===== src/rtl/dna_read_arb.sv =====
// rtl/dna_read_arb.sv - Round-robin arbiter and sequencer for the device-DNA shift port
module dna_read_arb #(
    parameter int NUM_REQ   = 4,
    parameter int DNA_WIDTH = 57,
    parameter int CACHE_EN  = 1
) (
    input  logic                 clk,
    input  logic                 rst,
    input  logic [NUM_REQ-1:0]   req,
    input  logic [NUM_REQ-1:0]   refresh,
    output logic [NUM_REQ-1:0]   grant,
    output logic                 done,
    output logic [DNA_WIDTH-1:0] id,
    output logic                 id_valid,
    output logic                 busy,
    output logic                 dna_read,
    output logic                 dna_shift,
    input  logic                 dna_dout
);

    localparam int IDX_W = (NUM_REQ > 1) ? $clog2(NUM_REQ) : 1;
    localparam int CNT_W = (DNA_WIDTH > 1) ? $clog2(DNA_WIDTH) : 1;
    localparam logic [CNT_W-1:0] LAST_BIT = CNT_W'(DNA_WIDTH - 1);
    localparam logic [IDX_W-1:0] LAST_IDX = IDX_W'(NUM_REQ - 1);
    localparam logic [IDX_W:0]   NUM_REQ_W = (IDX_W + 1)'(NUM_REQ);

    typedef enum logic [1:0] {
        S_IDLE,
        S_READ,
        S_SHIFT,
        S_DONE
    } state_t;

    state_t state, state_next;

    logic [NUM_REQ-1:0]   grant_next;
    logic [IDX_W-1:0]     rr, rr_next;
    logic [IDX_W-1:0]     win_q, win_next;
    logic [CNT_W-1:0]     cnt, cnt_next;
    // Only the bits captured before the final shift are kept; the last bit
    // comes straight from dna_dout when the full value is committed to id.
    logic [DNA_WIDTH-2:0] id_sr, id_sr_next;
    logic [DNA_WIDTH-1:0] id_next;
    logic                 id_valid_next;

    logic                 found;
    logic [IDX_W-1:0]     pick;
    logic [IDX_W:0]       cand_sum;
    logic [IDX_W-1:0]     cand;

    // Round-robin pick, next-state and next-value logic for the whole sequencer
    always_comb begin
        state_next    = state;
        grant_next    = grant;
        rr_next       = rr;
        win_next      = win_q;
        cnt_next      = cnt;
        id_sr_next    = id_sr;
        id_next       = id;
        id_valid_next = id_valid;
        found         = 1'b0;
        pick          = '0;
        cand_sum      = '0;
        cand          = '0;

        for (int k = 0; k < NUM_REQ; k++) begin
            cand_sum = {1'b0, rr} + (IDX_W + 1)'(k);
            if (cand_sum >= NUM_REQ_W) begin
                cand_sum = cand_sum - NUM_REQ_W;
            end
            cand = cand_sum[IDX_W-1:0];
            if (!found && req[cand]) begin
                found = 1'b1;
                pick  = cand;
            end
        end

        case (state)
            S_IDLE: begin
                if (found) begin
                    grant_next       = '0;
                    grant_next[pick] = 1'b1;
                    win_next         = pick;
                    if ((CACHE_EN != 0) && id_valid && !refresh[pick]) begin
                        state_next = S_DONE;
                    end else begin
                        state_next = S_READ;
                    end
                end
            end
            S_READ: begin
                cnt_next   = '0;
                state_next = S_SHIFT;
            end
            S_SHIFT: begin
                id_sr_next = {id_sr[DNA_WIDTH-3:0], dna_dout};
                if (cnt == LAST_BIT) begin
                    cnt_next      = '0;
                    id_next       = {id_sr, dna_dout};
                    id_valid_next = 1'b1;
                    state_next    = S_DONE;
                end else begin
                    cnt_next = cnt + 1'b1;
                end
            end
            S_DONE: begin
                rr_next    = (win_q == LAST_IDX) ? '0 : win_q + 1'b1;
                state_next = S_IDLE;
            end
            default: begin
                state_next = S_IDLE;
            end
        endcase

        if (state_next == S_IDLE) begin
            grant_next = '0;
        end
    end

    // State register with outputs registered as decodes of the next state
    always_ff @(posedge clk) begin
        if (rst) begin
            state     <= S_IDLE;
            grant     <= '0;
            done      <= 1'b0;
            busy      <= 1'b0;
            dna_read  <= 1'b0;
            dna_shift <= 1'b0;
        end else begin
            state     <= state_next;
            grant     <= grant_next;
            done      <= (state_next == S_DONE);
            busy      <= (state_next != S_IDLE);
            dna_read  <= (state_next == S_READ);
            dna_shift <= (state_next == S_SHIFT);
        end
    end

    // Arbitration pointer, shift counter, capture register and cached id
    always_ff @(posedge clk) begin
        if (rst) begin
            rr       <= '0;
            win_q    <= '0;
            cnt      <= '0;
            id_sr    <= '0;
            id       <= '0;
            id_valid <= 1'b0;
        end else begin
            rr       <= rr_next;
            win_q    <= win_next;
            cnt      <= cnt_next;
            id_sr    <= id_sr_next;
            id       <= id_next;
            id_valid <= id_valid_next;
        end
    end

endmodule


===== config.mk =====
export PLATFORM = sky130hd
export DESIGN_NAME = dna_read_arb
export DESIGN_NICKNAME = d
export VERILOG_FILES = /design/src/rtl/dna_read_arb.sv
export SDC_FILE = /design/constraint.sdc
export NUM_CORES = 1
export LEC_CHECK = 0
export ABC_AREA = 1
export CORE_MARGIN = 3
export CORE_UTILIZATION = 53
export CTS_CLUSTER_SIZE = 10
export DETAILED_ROUTE_END_ITERATION = 10
export GPL_TIMING_DRIVEN = 0
export PLACE_DENSITY = 0.87
export RECOVER_POWER = 100
export SLEW_MARGIN = 10
export SYNTH_ARGS = -nofsm -noshare
export SYNTH_HDL_FRONTEND = slang
export SYNTH_SLANG_ARGS = --single-unit

===== constraint.sdc =====
create_clock -name clk -period 1.9 [get_ports clk]
set_input_delay 0.38 -clock clk [delete_from_list [all_inputs] [get_ports clk]]
set_output_delay 0.38 -clock clk [all_outputs]
set_load 0.1 [all_outputs]

==> tab_implementation.tex <==
\begin{tabular}{lr}
\hline
Metric & Value \\
\hline
\multicolumn{2}{l}{\textbf{Outcome}} \\
Result of the run & finished, final reports clean \\
\multicolumn{2}{l}{\textbf{Pwr}} \\
Leakage power total & 2.60 nW \\
Total power per unit cell area & 1180 mW/mm\^{}2 \\
Peak supply drop & between 600 and 700 uV \\
\multicolumn{2}{l}{\textbf{Final layout}} \\
Fill cell instance count of the final layout & 640 \\
Layout net count & 758 \\
Multi-input combinational cell area & 0.00216 sq mm \\
FF/Latch Area & 0.00269 sq mm \\
Post-route cell area & about 0.0068 sq mm \\
Number of diodes & 0 \\
Area growth, synth to finish & 33.8\% \\
Layout Cells excl Fill & 880 \\
Fraction of final layout cells with drive strength greater than 1 & a little under a quarter \\
\multicolumn{2}{l}{\textbf{Synth}} \\
Number of flops mapped to enable cells by yosys & 0 \\
Number of instances in the synthesized netlist & between 600 and 700 \\
Count of state elements after synthesis & 134 \\
Cell accounting for the most synthesized area & sky130\_fd\_sc\_hd\_\_dfxtp\_1 \\
Synth area leaders & sky130\_fd\_sc\_hd\_\_dfxtp\_1 (53\%), sky130\_fd\_sc\_hd\_\_nand2\_1 (9.2\%), sky130\_fd\_sc\_hd\_\_a21oi\_1 (7.0\%), sky130\_fd\_sc\_hd\_\_nor2\_1 (6.9\%), sky130\_fd\_sc\_hd\_\_a211oi\_1 (5.5\%) \\
Net count of the mapped netlist & 658 \\
Yosys top cell area share & 52.8\% \\
Number of distinct library cells after synthesis & 27 \\
Synthesized area per cell & 7.94 sq um \\
Sequential cell area fraction in the yosys report & 52.8\% \\
Yosys warning count & 0 \\
Main flop type after synthesis & sky130\_fd\_sc\_hd\_\_dfxtp\_1 \\
Most frequent cells after synthesis & sky130\_fd\_sc\_hd\_\_dfxtp\_1 (134), sky130\_fd\_sc\_hd\_\_nand2\_1 (124), sky130\_fd\_sc\_hd\_\_nor2\_1 (94) \\
Share of flip-flops with an asynchronous set or reset after synthesis & 0\% \\
Netlist area before placement & 0.00508 sq mm \\
Most repeated cell in the gate-level netlist after synthesis & sky130\_fd\_sc\_hd\_\_dfxtp\_1 \\
\multicolumn{2}{l}{\textbf{Worst setup path}} \\
Maximum fanout along the worst path & 8 \\
Reg-to-reg critical path endpoint & grant[2] \\
Launch instance of the worst register-to-register path & rr[0] \\
Critical path launch point type & flop \\
Slack of the worst reg-to-reg path & around 0.0015 ns \\
Arrival time of the worst setup path & 2.34 ns \\
Critical path endpoint category & flop \\
Worst Reg2Reg Path Length in Cells & 14 \\
Crit path kind & reg2reg \\
Required arrival time at the worst endpoint & 2.35 ns \\
\multicolumn{2}{l}{\textbf{STA}} \\
Total of endpoints with negative setup slack in the final report & 0 \\
Worst Tran Pin Value & 0.602 ns \\
Final critical-path share of the clock period & 99.9\% \\
Timing-limited maximum frequency & 527 MHz \\
Max Clock Skew & between 0.008 and 0.009 ns \\
Worst setup slack after layout & 0.00149 ns \\
Fin Hold WS & 0.460 ns \\
Minimum clock period & between 1.5 and 2 ns \\
Final count of pins violating max slew & 0 \\
Count of final hold-check violations & 0 \\
Worst slew margin relative to its limit & 59.8\% \\
RSZ-0062 raised after global routing & true \\
\multicolumn{2}{l}{\textbf{Global route}} \\
Wire length of the first global-routing pass & 21.4 mm \\
Vias in the first global route & 4698 \\
Gr ovfl total & 0 \\
Initial antenna violation count & 0 \\
GRT Overall Usage & between 20\% and 30\% \\
Largest net degree at the start of global routing & 17 \\
\multicolumn{2}{l}{\textbf{Run}} \\
Count of maximum capacitance violations & 0 \\
\multicolumn{2}{l}{\textbf{Detailed routing}} \\
Detailed-route wire length per cell & between 10 and 15 um \\
Number of iterations in the first detailed-routing pass & 7 \\
Detailed Route Iter0 Violations & roughly 290 \\
Antenna viol nets, final & 0 \\
Total routed wirelength & 13.1 mm \\
Average vias per placed instance & 5.40 \\
Vias after detailed routing & about 4800 \\
Drc violations & 0 \\
\multicolumn{2}{l}{\textbf{Die}} \\
Count of pins on the block boundary & 77 \\
Die Area & roughly 0.011 sq mm \\
Horiz. Die Dim & 104 um \\
Core ar. & 0.00928 sq mm \\
Placement row count & 35 \\
DIE HEIGHT & 104 um \\
Initial core utilization & between 50 and 60\% \\
\multicolumn{2}{l}{\textbf{Clock network}} \\
Clock insertion delay at the later pin of the skew report & around 0.52 ns \\
Total clock buffers created by CTS & 17 \\
Clock net sink count & between 100 and 150 \\
Hold buffers post-CTS & 0 \\
CTS HTree Levels & 4 \\
TritonCTS clock tree & built \\
Maximum number of buffers from clock root to sink & 2 \\
CTS clk-pin slew, worst paths & 0.06 ns \\
Clock root buffer & sky130\_fd\_sc\_hd\_\_clkbuf\_8 \\
\multicolumn{2}{l}{\textbf{Placed design}} \\
Final HPWL DP & 8.65 mm \\
Area after detailed placement & 0.00600 sq mm \\
Number of buffers inserted by port buffering & 76 \\
Post-placement cell count & around 850 \\
Worst-case setup slack after placement & -0.384 ns \\
Gpl congestion & 0.871 \\
\multicolumn{2}{l}{\textbf{Hold path}} \\
Depth of the worst hold-timing path & 2 \\
Startpoint of the lowest-slack hold path & id[46] \\
Path class of the lowest-slack min-delay path & reg2reg \\
Hold EP & id[46] \\
\hline
\end{tabular}
-- final cells by class --
class                      instances  area share [%]
sequential                       134            39.6
multi-input combinational        417            31.8
timing repair buffer              81            12.9
clock buffer                      18            6.30
inverter                          51            2.85
buffer                            38            2.63
tap                              129            2.37
clock inverter                    12            1.56
-- worst max-delay path, cell delays in order (launching register included) --
cell,delay (ns)
sky130_fd_sc_hd__dfxtp_4,0.36
sky130_fd_sc_hd__buf_6,0.13
sky130_fd_sc_hd__nand2_1,0.07
sky130_fd_sc_hd__nand2_2,0.07
sky130_fd_sc_hd__nand2_2,0.08
sky130_fd_sc_hd__nand2_2,0.07
sky130_fd_sc_hd__nor2_4,0.17
sky130_fd_sc_hd__nand3_4,0.16
sky130_fd_sc_hd__nand4_1,0.13
sky130_fd_sc_hd__nand2_2,0.06
sky130_fd_sc_hd__nand2_2,0.06
sky130_fd_sc_hd__nand3_2,0.08
sky130_fd_sc_hd__nand2_2,0.10
sky130_fd_sc_hd__nand3_4,0.14
sky130_fd_sc_hd__a21oi_1,0.16
-- layer usage --
| metal | part of all wire, % | vias up | global-route usage (%) | wire length [um] |
|---|---|---|---|---|
| li1 | - | 2297 | - | - |
| met1 | 42 | 2232 | 29.1 | 5550 |
| met2 | 49 | 177 | 39.7 | 6400 |
| met3 | 5.6 | 45 | 6.02 | 738 |
| met4 | 3.3 | 0 | 11.1 | 427 |
| met5 | 0 | - | 0 | 0 |
-- metrics by stage --
stage | power [mW] | utilization (%) | TNS [ns]
finish | 8.02 | 73.2 | 0
global route | 8.36 | 73.2 | -0.629
CTS | 7.88 | 71.4 | 0
detailed placement | 4.96 | 64.7 | -10.40
global placement | 4.87 | 64.7 | -7.06
floorplan | 4.56 | - | 0
-- layout by cell type, fill, tap and decap left out, types with 4 or more instances in the layout --
| cell | n |
|---|---|
| sky130_fd_sc_hd__nand3_1 | 4 |
| sky130_fd_sc_hd__dfxtp_1 | 131 |
| sky130_fd_sc_hd__nand3_2 | 7 |
| sky130_fd_sc_hd__buf_2 | 4 |
| sky130_fd_sc_hd__clkinvlp_4 | 4 |
| sky130_fd_sc_hd__clkbuf_1 | 19 |
| sky130_fd_sc_hd__inv_1 | 44 |
| sky130_fd_sc_hd__ha_1 | 6 |
| sky130_fd_sc_hd__buf_4 | 5 |
| sky130_fd_sc_hd__clkdlybuf4s15_2 | 65 |
| sky130_fd_sc_hd__nand2_2 | 24 |
| sky130_fd_sc_hd__clkbuf_2 | 8 |
| sky130_fd_sc_hd__nor2_1 | 92 |
| sky130_fd_sc_hd__a21oi_1 | 69 |
| sky130_fd_sc_hd__clkinv_2 | 4 |
| sky130_fd_sc_hd__inv_2 | 6 |
| sky130_fd_sc_hd__a211oi_1 | 37 |
| sky130_fd_sc_hd__o21ai_0 | 46 |
| sky130_fd_sc_hd__clkbuf_16 | 16 |
| sky130_fd_sc_hd__nand2_1 | 108 |
| sky130_fd_sc_hd__clkdlybuf4s50_1 | 10 |
-- where the power goes --
part,switching (mW),internal (mW)
clock,1.20,1.75
combinational,1.25,0.486
sequential,0.199,3.14
total,2.65,5.37
-- sequential cells by signal (all words and copies together) (netlist names), 2 cells and up --
register and flops:
id 57, id_sr 56, cnt 6, grant 4, rr 2, state 2, win_q 2
-- worst max-delay path by stage --
stage | startpoint | to | slack (ns) | cells past startpoint
2_1_floorplan | cnt[1] | id[37] | 0.26 | 11
3_3_place_gp | req[3] | grant[3] | -0.25 | 15
3_5_place_dp | req[0] | grant[1] | -0.38 | 15
4_1_cts | state[0] | id[37] | 0.002 | 9
5_1_grt | rr[0] | grant[2] | -0.10 | 14
6_report | rr[0] | grant[2] | 0.001 | 14
-- logic make-up (layout without fill, tap and decap cells) --
logic type,after synthesis,in the layout,share of synthesized area [%]
AOI/OAI and AO/OA,158,158,17.5
xor gates and xnor gates,1,1,0.172
buffers and inverters,89,200,6.87
and+or+nand+nor,251,251,20.9
adders and majority gates,7,7,1.72
DFF,134,134,52.8
-- timing repair --
item	in CTS	in global routing
cloned	0	1
endpoints found under the setup margin	125	123
buffers inserted	0	4
resized for setup	204	57
pin swaps	0	18
Note: power is estimated with default switching activity, not from simulation.
